### src/rtl/ctrl_fsm.sv
// rtl/ctrl_fsm.sv - multi-cycle RV32 subset control FSM (optional perf counters: CTRL_FSM_PERF_EN)
module ctrl_fsm (
    input  logic        clk,
    input  logic        rst_n,
    input  logic [31:0] ins,
    input  logic        zero,
    input  logic        mem_ready,
    output logic        RegWrite,
    output logic        ALUSrc,
    output logic        Mem2Reg,
    output logic        MemRead,
    output logic        MemWrite,
    output logic [2:0]  op,
    output logic        IRWrite,
    output logic        PCWrite,
    output logic [1:0]  PCSel,
    output logic [2:0]  state,
    output logic        halted
`ifdef CTRL_FSM_PERF_EN
    ,
    output logic [31:0] cyc_cnt,
    output logic [31:0] ins_cnt
`endif
);

    typedef enum logic [2:0] {
        S_FETCH  = 3'd0,
        S_DECODE = 3'd1,
        S_EXEC   = 3'd2,
        S_MEM    = 3'd3,
        S_WB     = 3'd4,
        S_HALT   = 3'd7
    } state_t;

    localparam logic [6:0] OPC_R   = 7'h33;
    localparam logic [6:0] OPC_I   = 7'h13;
    localparam logic [6:0] OPC_LD  = 7'h03;
    localparam logic [6:0] OPC_ST  = 7'h23;
    localparam logic [6:0] OPC_BR  = 7'h63;
    localparam logic [6:0] OPC_JAL = 7'h6F;

    state_t     cur;
    logic [6:0] opc;
    logic [2:0] f3;
    logic       b30;
    logic       pcw_r;
    logic       br_en;

    logic unused_ins_bits;
    assign unused_ins_bits = ^{ins[31], ins[29:15], ins[11:7]};

    assign state = cur;
    // beq resolves PCWrite from the ALU zero flag produced in the same EXEC cycle
    assign PCWrite = pcw_r | (br_en & zero);

    function automatic logic [2:0] alu_op(input logic [2:0] f, input logic sub);
        case (f)
            3'b000:  alu_op = sub ? 3'b110 : 3'b010;
            3'b111:  alu_op = 3'b000;
            3'b110:  alu_op = 3'b001;
            3'b010:  alu_op = 3'b111;
            default: alu_op = 3'b010;
        endcase
    endfunction

    always_ff @(posedge clk) begin
        if (!rst_n) begin
            cur      <= S_FETCH;
            halted   <= 1'b0;
            opc      <= '0;
            f3       <= '0;
            b30      <= 1'b0;
            RegWrite <= 1'b0;
            ALUSrc   <= 1'b0;
            Mem2Reg  <= 1'b0;
            MemRead  <= 1'b0;
            MemWrite <= 1'b0;
            op       <= 3'b010;
            IRWrite  <= 1'b1;
            pcw_r    <= 1'b1;
            PCSel    <= 2'b00;
            br_en    <= 1'b0;
`ifdef CTRL_FSM_PERF_EN
            cyc_cnt  <= '0;
            ins_cnt  <= '0;
`endif
        end else begin
            // outputs are computed for the state being entered
            RegWrite <= 1'b0;
            ALUSrc   <= 1'b0;
            Mem2Reg  <= 1'b0;
            MemRead  <= 1'b0;
            MemWrite <= 1'b0;
            op       <= 3'b010;
            IRWrite  <= 1'b0;
            pcw_r    <= 1'b0;
            PCSel    <= 2'b00;
            br_en    <= 1'b0;
`ifdef CTRL_FSM_PERF_EN
            if (cur != S_HALT)
                cyc_cnt <= cyc_cnt + 32'd1;
`endif
            case (cur)
                S_FETCH: begin
                    opc <= ins[6:0];
                    f3  <= ins[14:12];
                    b30 <= ins[30];
                    cur <= S_DECODE;
                end
                S_DECODE: begin
`ifdef CTRL_FSM_PERF_EN
                    if (opc inside {OPC_R, OPC_I, OPC_LD, OPC_ST, OPC_BR, OPC_JAL})
                        ins_cnt <= ins_cnt + 32'd1;
`endif
                    case (opc)
                        OPC_R, OPC_I: begin
                            cur    <= S_EXEC;
                            ALUSrc <= (opc == OPC_I);
                            op     <= alu_op(f3, b30 & (opc == OPC_R));
                        end
                        OPC_LD, OPC_ST: begin
                            cur    <= S_EXEC;
                            ALUSrc <= 1'b1;
                        end
                        OPC_BR: begin
                            cur   <= S_EXEC;
                            op    <= 3'b110;
                            PCSel <= 2'b01;
                            br_en <= 1'b1;
                        end
                        OPC_JAL: begin
                            cur      <= S_WB;
                            RegWrite <= 1'b1;
                            pcw_r    <= 1'b1;
                            PCSel    <= 2'b10;
                        end
                        default: begin
                            cur    <= S_HALT;
                            halted <= 1'b1;
                        end
                    endcase
                end
                S_EXEC: begin
                    if (opc == OPC_LD || opc == OPC_ST) begin
                        cur      <= S_MEM;
                        MemRead  <= (opc == OPC_LD);
                        MemWrite <= (opc == OPC_ST);
                    end else if (opc == OPC_R || opc == OPC_I) begin
                        cur      <= S_WB;
                        RegWrite <= 1'b1;
                    end else begin
                        cur     <= S_FETCH;
                        IRWrite <= 1'b1;
                        pcw_r   <= 1'b1;
                    end
                end
                S_MEM: begin
                    if (!mem_ready) begin
                        MemRead  <= (opc == OPC_LD);
                        MemWrite <= (opc == OPC_ST);
                    end else if (opc == OPC_LD) begin
                        cur      <= S_WB;
                        RegWrite <= 1'b1;
                        Mem2Reg  <= 1'b1;
                    end else begin
                        cur     <= S_FETCH;
                        IRWrite <= 1'b1;
                        pcw_r   <= 1'b1;
                    end
                end
                S_HALT: begin
                    cur    <= S_HALT;
                    halted <= 1'b1;
                end
                default: begin
                    cur     <= S_FETCH;
                    IRWrite <= 1'b1;
                    pcw_r   <= 1'b1;
                end
            endcase
        end
    end

endmodule
### config.mk
export PLATFORM = sky130hd
export DESIGN_NAME = ctrl_fsm
export DESIGN_NICKNAME = d
export VERILOG_FILES = /design/src/rtl/ctrl_fsm.sv
export SDC_FILE = /design/constraint.sdc
export NUM_CORES = 1
export LEC_CHECK = 0
export BUFFER_PORTS_ARGS = -buffer_cell sky130_fd_sc_hd__buf_2
export CAP_MARGIN = 10
export CORE_UTILIZATION = 30
export CTS_BUF_LIST = sky130_fd_sc_hd__clkbuf_8
export CTS_CLUSTER_SIZE = 25
export DETAILED_ROUTE_END_ITERATION = 7
export PLACE_DENSITY = 0.67
export SYNTH_ARGS = -nofsm -noshare
export SYNTH_HDL_FRONTEND = slang
export SYNTH_SLANG_ARGS = --single-unit
### constraint.sdc
create_clock -name clk -period 3.41 [get_ports clk]
set_clock_uncertainty 0.1 [all_clocks]
set_input_delay 0.1705 -clock clk [delete_from_list [all_inputs] [get_ports clk]]
set_output_delay 0.1705 -clock clk [all_outputs]
set_load 0.01 [all_outputs]
==> results of run 1 <==
through the flow:
step / setup WS, ns / area (sq um) / util [%] / power [mW] / hold WS [ns]
floorplan: 1.948 / 1199 / - / 0.5031 / 0.1960
global placement: 1.733 / 1354 / 36.16 / 0.5432 / 0.2983
detailed placement: 1.734 / 1354 / 36.16 / 0.5463 / 0.2946
CTS: 1.696 / 1400 / 37.40 / 0.7206 / 0.03860
global route: 1.487 / 1400 / 37.40 / 0.7622 / 0.04879
finish: 1.672 / 1400 / 37.40 / 0.7108 / 0.04225
flip-flops by register name (all words and copies together) (netlist names):
| register | flops |
|---|---|
| f3 | 3 |
| op | 3 |
| MemWrite | 1 |
| state | 3 |
| IRWrite | 1 |
| ALUSrc | 1 |
| RegWrite | 1 |
| br_en | 1 |
| MemRead | 1 |
| b30 | 1 |
| halted | 1 |
| opc | 7 |
| pcw_r | 1 |
| Mem2Reg | 1 |
| PCSel | 1 |
cell usage in the layout (no fill, tap or decap), drive strengths merged:
| master | Yosys | routed |
|---|---|---|
| or2 | 1 | 1 |
| o31ai | 1 | 1 |
| o22ai | 1 | 1 |
| or3 | 1 | 1 |
| nor2b | 4 | 4 |
| nor4 | 4 | 4 |
| nand3 | 2 | 2 |
| nand3b | 2 | 2 |
| o31a | 1 | 1 |
| a31o | 1 | 1 |
| a22o | 1 | 1 |
| nand2 | 34 | 34 |
| nor3 | 7 | 7 |
| o221ai | 1 | 1 |
| dfxtp | 27 | 27 |
| o211a | 1 | 1 |
| a21oi | 2 | 2 |
| o21bai | 2 | 2 |
| clkinv | 0 | 1 |
| nor2 | 5 | 5 |
| nor3b | 1 | 1 |
| a211oi | 3 | 3 |
| inv | 1 | 1 |
| o21ai | 2 | 2 |
| a21o | 2 | 2 |
| a21boi | 12 | 12 |
| clkbuf | 4 | 3 |
| and3 | 1 | 1 |
| nand4 | 1 | 1 |
| nand2b | 4 | 4 |
| buf | 6 | 31 |
| o211ai | 1 | 1 |
| a31oi | 1 | 1 |
| nand4bb | 1 | 1 |
| or4 | 1 | 1 |
worst reg2reg max path, cell delays in order, from the launching register on:
cell	delay, ns
dfxtp_1	0.57
nand2_1	0.24
a21boi_0	0.40
nor2b_1	0.22
o211a_1	0.16
logic make-up (layout without fill, tap and decap cells):
logic type      Yosys count  after routing  synth area share [%]
buf+inv                  11             36                 5.531
flops                    27             27                 45.09
simple gates             69             69                 29.12
compound gates           32             32                 20.25
power by group through the flow:
stage	clock, mW	sequential, mW	combinational (mW)
after global placement	0	0.399	0.145
after CTS	0.181	0.393	0.147
after detailed placement	0	0.400	0.146
after global routing	0.197	0.400	0.165
after floorplan	0	0.379	0.124
final	0.173	0.392	0.146
final cells by class:
class	instances	area [sq um]	share of cell area (%)
clock buffer	3	41.29	2.949
clock inverter	1	5.005	0.3575
inverter	1	3.754	0.2681
tap	48	60.06	4.290
sequential	27	540.5	38.61
timing repair buffer	31	157.7	11.26
multi-input combinational	101	591.8	42.27
worst max path at each step:
stage / from / end / slack (ns) / depth (start not counted)
final: state[0] / state[0] / 1.67 / 4
after floorplan: opc[3] / state[1] / 1.95 / 5
after global routing: state[0] / state[0] / 1.49 / 4
after global placement: state[0] / state[0] / 1.73 / 4
after CTS: state[0] / state[0] / 1.70 / 4
after detailed placement: state[0] / state[0] / 1.73 / 4
metal layers:
| layer | part of all wire (%) | wire length [um] |
|---|---|---|
| met5 | 0 | 0 |
| met4 | 0.68 | 17 |
| met3 | 3.4 | 85 |
| met2 | 48 | 1195 |
| met1 | 48 | 1185 |
==> flow_summary.toml, run 1 <==
[logic_synthesis]
synth-async-reset-ratio_pct = 0
seq_area_frac_synth_pct = 45.09
synth_cell_types = 38
synth-main-ff-cell = "dfxtp_1"
synthDominantCellAreaShare_pct = 45.09
synth_warnings = 0
ys_ff_latch = 27
synth_common_cells = "34 x nand2_1, 27 x dfxtp_1, 12 x a21boi_0"
synth_edf_count = 0
synth.largest_area_cell = "dfxtp_1"
syn_nets = 175
postSynthAreaPerCell_sq_um = 8.623
synth_area_leaders = "dfxtp_1 45%, nand2_1 11%, a21boi_0 7.5%"
synth_area_sq_um = 1199
syn_inst = 139
synth.most_common_cell = "nand2_1"

[power]
irDropWorstVdd_uv = 147.5
seqPwrFrac_pct = 55.2
switching_power_mw = 0.2158
p_comb_share_pct = 20.5
p_clk_share_pct = 24.3
p_sw_share_pct = 30.36
power_density_nw_per_um2 = 507.7
power.leakage_nw = 0.5593
intPower_mw = 0.4950

[critical_path]
rrSetupSlack_ns = 1.67
crit_buf_inv = 0
reg2reg_depth = 4
path_delay_family = "flip-flops"
cpPeakStageDelay_ns = 0.57
required_ns = 3.53
timing.rr.end = "state[0]"
cp-start-kind = "flop"
crit_chain = "nand2_1 > a21boi_0 > nor2b_1 > o211a_1"
cp_slowest_cell = "dfxtp_1"
reg2reg_from = "state[0]"
path_class = "flop to flop"
path_max_fanout = 12
arrival_ns = 1.85
cp-end-kind = "flop"

[floorplan]
fp.coreArea_sq_um = 3744
rows = 22
die_h_um = 65.21
io-pin-count = 52
die_x_um = 65.21
start_util_pct = 32.02
die_area_sq_um = 4252

[global_route]
grt_use_met3_pct = 2.083
grt_max_degree = 19
busiest_layer = "met2"
grt_pass1_vias = 998
grt_overflow = 0
grt_pass1_wl_mm = 4.264
use_met2_pct = 22.55
grt_use_met1_pct = 14.77
antenna_found_initial = 0
grt_use_total_pct = 12.81

[layout]
area_growth_pct = 16.81
antennaDiodeCount = 0
layout.nets = 201
drive_gt1_share_pct = 23.78
fin_cells = 212
fillCellCount = 420

[cts]
numCtsBuffers = 3
postCtsHoldBufs = 0
insertion_delay_ns = 0.27
cts_sinks = 27
cts_tree = "yes"
cts.clk_slew.worst_paths_ns = 0.08
clock-root-buffer = "clkbuf_8"
cts-resized-gates = 0
post_cts_buffers = 0
h-tree-depth = 1
cts.path.max_buffers = 2

[sta]
drv_slew = 0
worst_pin_slew_ns = 0.5294
hold_viol = 0
layout_min_cycle_time_ns = 1.738
fin_crit_sh_pct = 50.96
rsz0062_at_grt = "no"
slew_headroom_pct = 64.38
setup_tns_ns = 0
fmax_mhz = 575.4
setup_viol = 0

[routing]
first_pass_iters = 4
viasPerCell = 4.915
drc = 0
ant_nets = 0
routedWlPerCell_um = 11.71
drt-total-wl_mm = 2.483
drt-initial-drc-count = 29
vias = 1042

[placement]
placed_cells = 208
dp.final_hpwl_mm = 1.822
port-buffer-count = 30
routabilityCongestion = 0.8343

[hold_path]
min_to = "opc[6]"
hold_path.class = "input pin to flop"
hold_depth = 3
holdCritStartpoint = "ins[6]"

[status]
status = "complete, no violations"

[job]
drv_cap = 0
No activity file was read; power rests on OpenSTA's default activity.
==> run 2, diff against run 1 <==
--- a/config.mk
+++ b/config.mk
@@ -11,7 +11,7 @@
 export CTS_BUF_LIST = sky130_fd_sc_hd__clkbuf_8
 export CTS_CLUSTER_SIZE = 25
 export DETAILED_ROUTE_END_ITERATION = 7
-export PLACE_DENSITY = 0.67
+export PLACE_DENSITY = 0.69
 export SYNTH_ARGS = -nofsm -noshare
 export SYNTH_HDL_FRONTEND = slang
 export SYNTH_SLANG_ARGS = --single-unit
==> constraint.sdc (replaced) <==
create_clock -name clk -period 1.4 [get_ports clk]
set_clock_uncertainty 0.1 [all_clocks]
set_input_delay 0.07 -clock clk [delete_from_list [all_inputs] [get_ports clk]]
set_output_delay 0.07 -clock clk [all_outputs]
set_load 0.01 [all_outputs]
==> run 2 against run 1 <==
Worst setup slack lost 1.7 ns. Flip-flop and latch count is the same. Non-clock buffer count rose by 34. Hold slack worse by 0.010 ns. Combinational power increased to 3.7 times the previous value. Sequential power is 140% higher. Global-route usage grew 1.3 points. Clock power up 150%. Largest cell class unchanged. Utilization up 9.2 points.
==> flow_summary.toml, run 2 (synthesis results as in run 1) <==
[floorplan]
start_util_pct = 32.02
die_x_um = 65.21
fp.coreArea_sq_um = 3744
die_h_um = 65.21
rows = 22
die_area_sq_um = 4252
io-pin-count = 52

[critical_path]
path_class = "flop to flop"
cpPeakStageDelay_ns = 0.33
cp_slowest_cell = "dfxtp_2"
crit_cells = 4
reg2reg_depth = 4
timing.rr.end = "state[1]"
crit_chain = "nand4bb_4 > or2_4 > o31a_1 > o22ai_2"
path_delay_family = "simple AND/OR/NAND/NOR gates"
cp-startpoint = "opc[3]"
path_max_fanout = 8
rrSetupSlack_ns = 0.02
arrival_ns = 1.48
required_ns = 1.50
cp-end-kind = "flop"
cp-start-kind = "flop"
crit_buf_inv = 0
reg2reg_from = "opc[3]"

[placement]
dp.final_hpwl_mm = 2.026
routabilityCongestion = 0.8555
place_area_sq_um = 1534
port-buffer-count = 30
pre_cts_ws_ns = -0.05008

[global_route]
grt_pass1_vias = 1122
grt_pass1_wl_mm = 4.692
antenna_found_initial = 0
grt_overflow = 0
grt_max_degree = 18
grt_use_total_pct = 14.12

[power]
power_density_nw_per_um2 = 1098
power.leakage_nw = 0.7336
irDropWorstVdd_uv = 328.3
finalPower_mw = 1.914

[routing]
first_pass_iters = 6
drc = 0
drt-initial-drc-count = 28
drt-total-wl_mm = 2.787
ant_nets = 0
viasPerCell = 4.789
vias = 1178
routedWlPerCell_um = 11.33

[sta]
fmax_mhz = 723.0
setup_ws_ns = 0.01697
slew_headroom_pct = 79.44
fin_crit_sh_pct = 98.79
setup_viol = 0
rsz0062_at_grt = "yes"
hold_viol = 0
layout_min_cycle_time_ns = 1.383
worst_pin_slew_ns = 0.3074
drv_slew = 0

[cts]
numCtsBuffers = 3
cts_tree = "yes"
post_cts_buffers = 0
h-tree-depth = 1
cts.path.max_buffers = 2
insertion_delay_ns = 0.27
clock-root-buffer = "clkbuf_8"
cts_sinks = 27
cts.clk_slew.worst_paths_ns = 0.09

[layout]
drive_gt1_share_pct = 38.38
regMostFlops = "opc"
final_core_util_pct = 46.59
area_growth_pct = 45.51
fin_area_sq_um = 1744
final_cell_mix = "34 x nand2_1, 30 x buf_2, 23 x buf_4, 19 x dfxtp_1"
largest_reg_flops = 7
final_common_cell = "nand2_1"
antennaDiodeCount = 0
layout.nets = 235

[hold_path]
hold_depth = 3
min_to = "IRWrite"
hold_path.class = "input pin to flop"
holdCritStartpoint = "mem_ready"

[status]
status = "complete, no violations"

[job]
drv_cap = 0
==> run 2: cell count changes in the layout (fill, tap and decap cells not counted), moves of 2 or more <==
cell / change
buf_4: +22
dfxtp_4: +2
dfxtp_2: +6
dlygate4sd3_1: +11
dfxtp_1: -8
a211oi_1: -2
a211oi_2: +2
==> run 2: worst max path at each step <==
stage / end / slack (ns)
after floorplan: state[1] / -0.01
final: state[1] / 0.02
after global placement: state[1] / -0.02
after global routing: state[1] / -0.03
after detailed placement: state[1] / -0.05
after CTS: state[2] / -0.01
==> run 2: layout make-up <==
type	instances	area, sq um
Clock buffer	3	41.29
Timing Repair Buffer	65	444.2
Fill cell	403	1999
Clock inverter	1	3.754
Inverter	1	3.754
Sequential cell	27	555.5
Multi-Input combinational cell	101	635.6
Tap cell	48	60.06
==> run 2: routing by layer <==
metal	wire (um)	vias up	track usage [%]
li1	-	601	-
met1	1273	543	16.56
met2	1386	32	25.00
met3	114	2	1.563
met4	13	0	7.337
met5	0	-	0
==> run 2: where the power goes <==
group | switching [mW] | internal, mW
sequential | 0.0826 | 0.854
clock | 0.235 | 0.197
combinational | 0.259 | 0.287
total | 0.577 | 1.34
==> run 2: worst register-to-register path, cell delays in order (launching register included) <==
cell,delay (ns)
dfxtp_2,0.33
nand4bb_4,0.24
or2_4,0.30
o31a_1,0.26
o22ai_2,0.09
==> run 2: metrics by stage <==
stage / instances / hold slack, ns / TNS [ns]
detailed placement: 231 / 0.2314 / -0.1588
floorplan: 139 / 0.09548 / -0.01255
finish: 246 / 0.03193 / 0
CTS: 246 / 0.04093 / -0.02588
global placement: 231 / 0.2227 / -0.03211
global route: 246 / 0.05573 / -0.06398
==> run 2: repair_timing <==
| action | 4_1_cts | 5_1_grt |
|---|---|---|
| resized for setup | 4 | 14 |
| endpoints found under the setup margin | 19 | 19 |
| cloned | 0 | 0 |
| hold buffers | 11 | 0 |
| hold endpoints to repair | 11 | 0 |
| pin swaps | 2 | 6 |
==> run 3, diff against run 2 <==
--- a/config.mk
+++ b/config.mk
@@ -11,7 +11,7 @@
 export CTS_BUF_LIST = sky130_fd_sc_hd__clkbuf_8
 export CTS_CLUSTER_SIZE = 25
 export DETAILED_ROUTE_END_ITERATION = 7
-export PLACE_DENSITY = 0.69
+export PLACE_DENSITY_LB_ADDON = 0.2
 export SYNTH_ARGS = -nofsm -noshare
 export SYNTH_HDL_FRONTEND = slang
 export SYNTH_SLANG_ARGS = --single-unit
==> run 3 against run 2 <==
Flip-flop and latch count unchanged. Worst setup slack gained 0.0066 ns. Critical endpoint unchanged. Sequential power increased by 0.4%. Design area increased by 1.1%. Global-route usage is 0.63 points higher. Highest routed layer unchanged. Via count decreased by 2.0%.
==> flow_summary.toml, run 3 (synthesis results as in run 1) <==
[global_route]
antenna_found_initial = 0
grt_max_degree = 18
grt_pass1_wl_mm = 4.761
grt_use_total_pct = 14.75
grt_pass1_vias = 1103
grt_overflow = 0

[floorplan]
start_util_pct = 32.02
die_x_um = 65.21
die_area_sq_um = 4252
die_h_um = 65.21
io-pin-count = 52
fp.coreArea_sq_um = 3744
rows = 22

[layout]
area_growth_pct = 47.08
final_common_cell = "nand2_1"
fillCellCount = 399
largest_reg_flops = 7
multi_input_area_sq_um = 648.1
final_cell_mix = "34 x nand2_1, 30 x buf_2, 23 x buf_4, 21 x dfxtp_1"
layout.nets = 235
drive_gt1_share_pct = 39.39
antennaDiodeCount = 0
final_core_util_pct = 47.09
regMostFlops = "opc"
fin_area_sq_um = 1763
regArea_sq_um = 558.0

[power]
seqPwrFrac_pct = 48.2
power_density_nw_per_um2 = 1107
intPower_mw = 1.348
irDropWorstVdd_uv = 467.5
switching_power_mw = 0.6034
p_sw_share_pct = 30.93
power.leakage_nw = 0.7331
p_comb_share_pct = 28.5
finalPower_mw = 1.951
p_clk_share_pct = 23.3

[routing]
routedWlPerCell_um = 11.73
drt-total-wl_mm = 2.886
drc = 0
vias = 1154
drt-initial-drc-count = 25
viasPerCell = 4.691
first_pass_iters = 4
ant_nets = 0

[cts]
numCtsBuffers = 3
h-tree-depth = 1
cts_tree = "yes"
cts_sinks = 27
clock-root-buffer = "clkbuf_8"
cts.path.max_buffers = 2
cts.clk_slew.worst_paths_ns = 0.10
insertion_delay_ns = 0.27

[sta]
slew_headroom_pct = 79.95
layout_min_cycle_time_ns = 1.376
fin_crit_sh_pct = 98.32
worst_pin_slew_ns = 0.2999
setup_tns_ns = 0
hold_viol = 0
setup_viol = 0
fmax_mhz = 726.5
rsz0062_at_grt = "yes"
drv_slew = 0
whs_ns = 0.02517

[critical_path]
cp-end-kind = "flop"
path_max_fanout = 8
path_class = "flop to flop"
cp-start-kind = "flop"
required_ns = 1.50
arrival_ns = 1.48

[placement]
place_area_sq_um = 1519
port-buffer-count = 30
routabilityCongestion = 0.8240
dp.final_hpwl_mm = 2.115

[hold_path]
hold_path.class = "input pin to flop"

[status]
status = "complete, no violations"

[job]
drv_cap = 0
-- run 3: power by group through the flow --
stage | clock network [mW] | registers, mW | logic, mW
2_1_floorplan | 0 | 0.924 | 0.306
3_3_place_gp | 0 | 0.941 | 0.490
3_5_place_dp | 0 | 0.944 | 0.501
4_1_cts | 0.464 | 0.930 | 0.528
5_1_grt | 0.501 | 0.955 | 0.623
6_report | 0.455 | 0.940 | 0.556
-- run 3: timing repair --
action                     4_1_cts  5_1_grt
hold buffers                    11        0
pin swaps                        1        7
setup endpoints to repair       14       19
setup buffers                    0        2
hold endpoints to repair        11        0
resized for setup                5       16
-- run 3: critical path, cell delays in order, from the launching register on --
cell	delay [ns]
dfxtp_2	0.33
nand4bb_4	0.23
or2_4	0.29
o31a_1	0.26
o22ai_2	0.08
-- run 3: path summary, 6_finish.rpt --
check	startpoint	to	slack (ns)	depth (start not counted)
hold reg to reg	f3[2]	op[1]	0.31	1
setup reg to reg	opc[2]	state[1]	0.02	4
setup / recovery	opc[2]	state[1]	0.02	4
hold / removal	mem_ready	IRWrite	0.03	3
-- run 3: per-layer routing --
layer | track usage (%) | part of all wire [%] | vias up
met5 | 0 | 0 | -
met4 | 8.696 | 1.6 | 0
met3 | 2.083 | 3.6 | 4
met2 | 24.48 | 48 | 26
met1 | 17.98 | 46 | 523
li1 | - | - | 601
-- run 3: per-stage QoR --
step	setup slack (ns)	std cells
6_report	0.02355	246
5_1_grt	-0.04974	246
2_1_floorplan	-0.01255	139
3_3_place_gp	-0.04444	229
4_1_cts	0.004762	244
3_5_place_dp	-0.04193	229
-- run 3: final cells by class --
type / count / area share, %
clock inverter: 1 / 0.4258
inverter: 1 / 0.2129
multi-input combinational: 101 / 36.76
clock buffer: 3 / 2.342
sequential: 27 / 31.65
tap: 48 / 3.407
timing repair buffer: 65 / 25.20
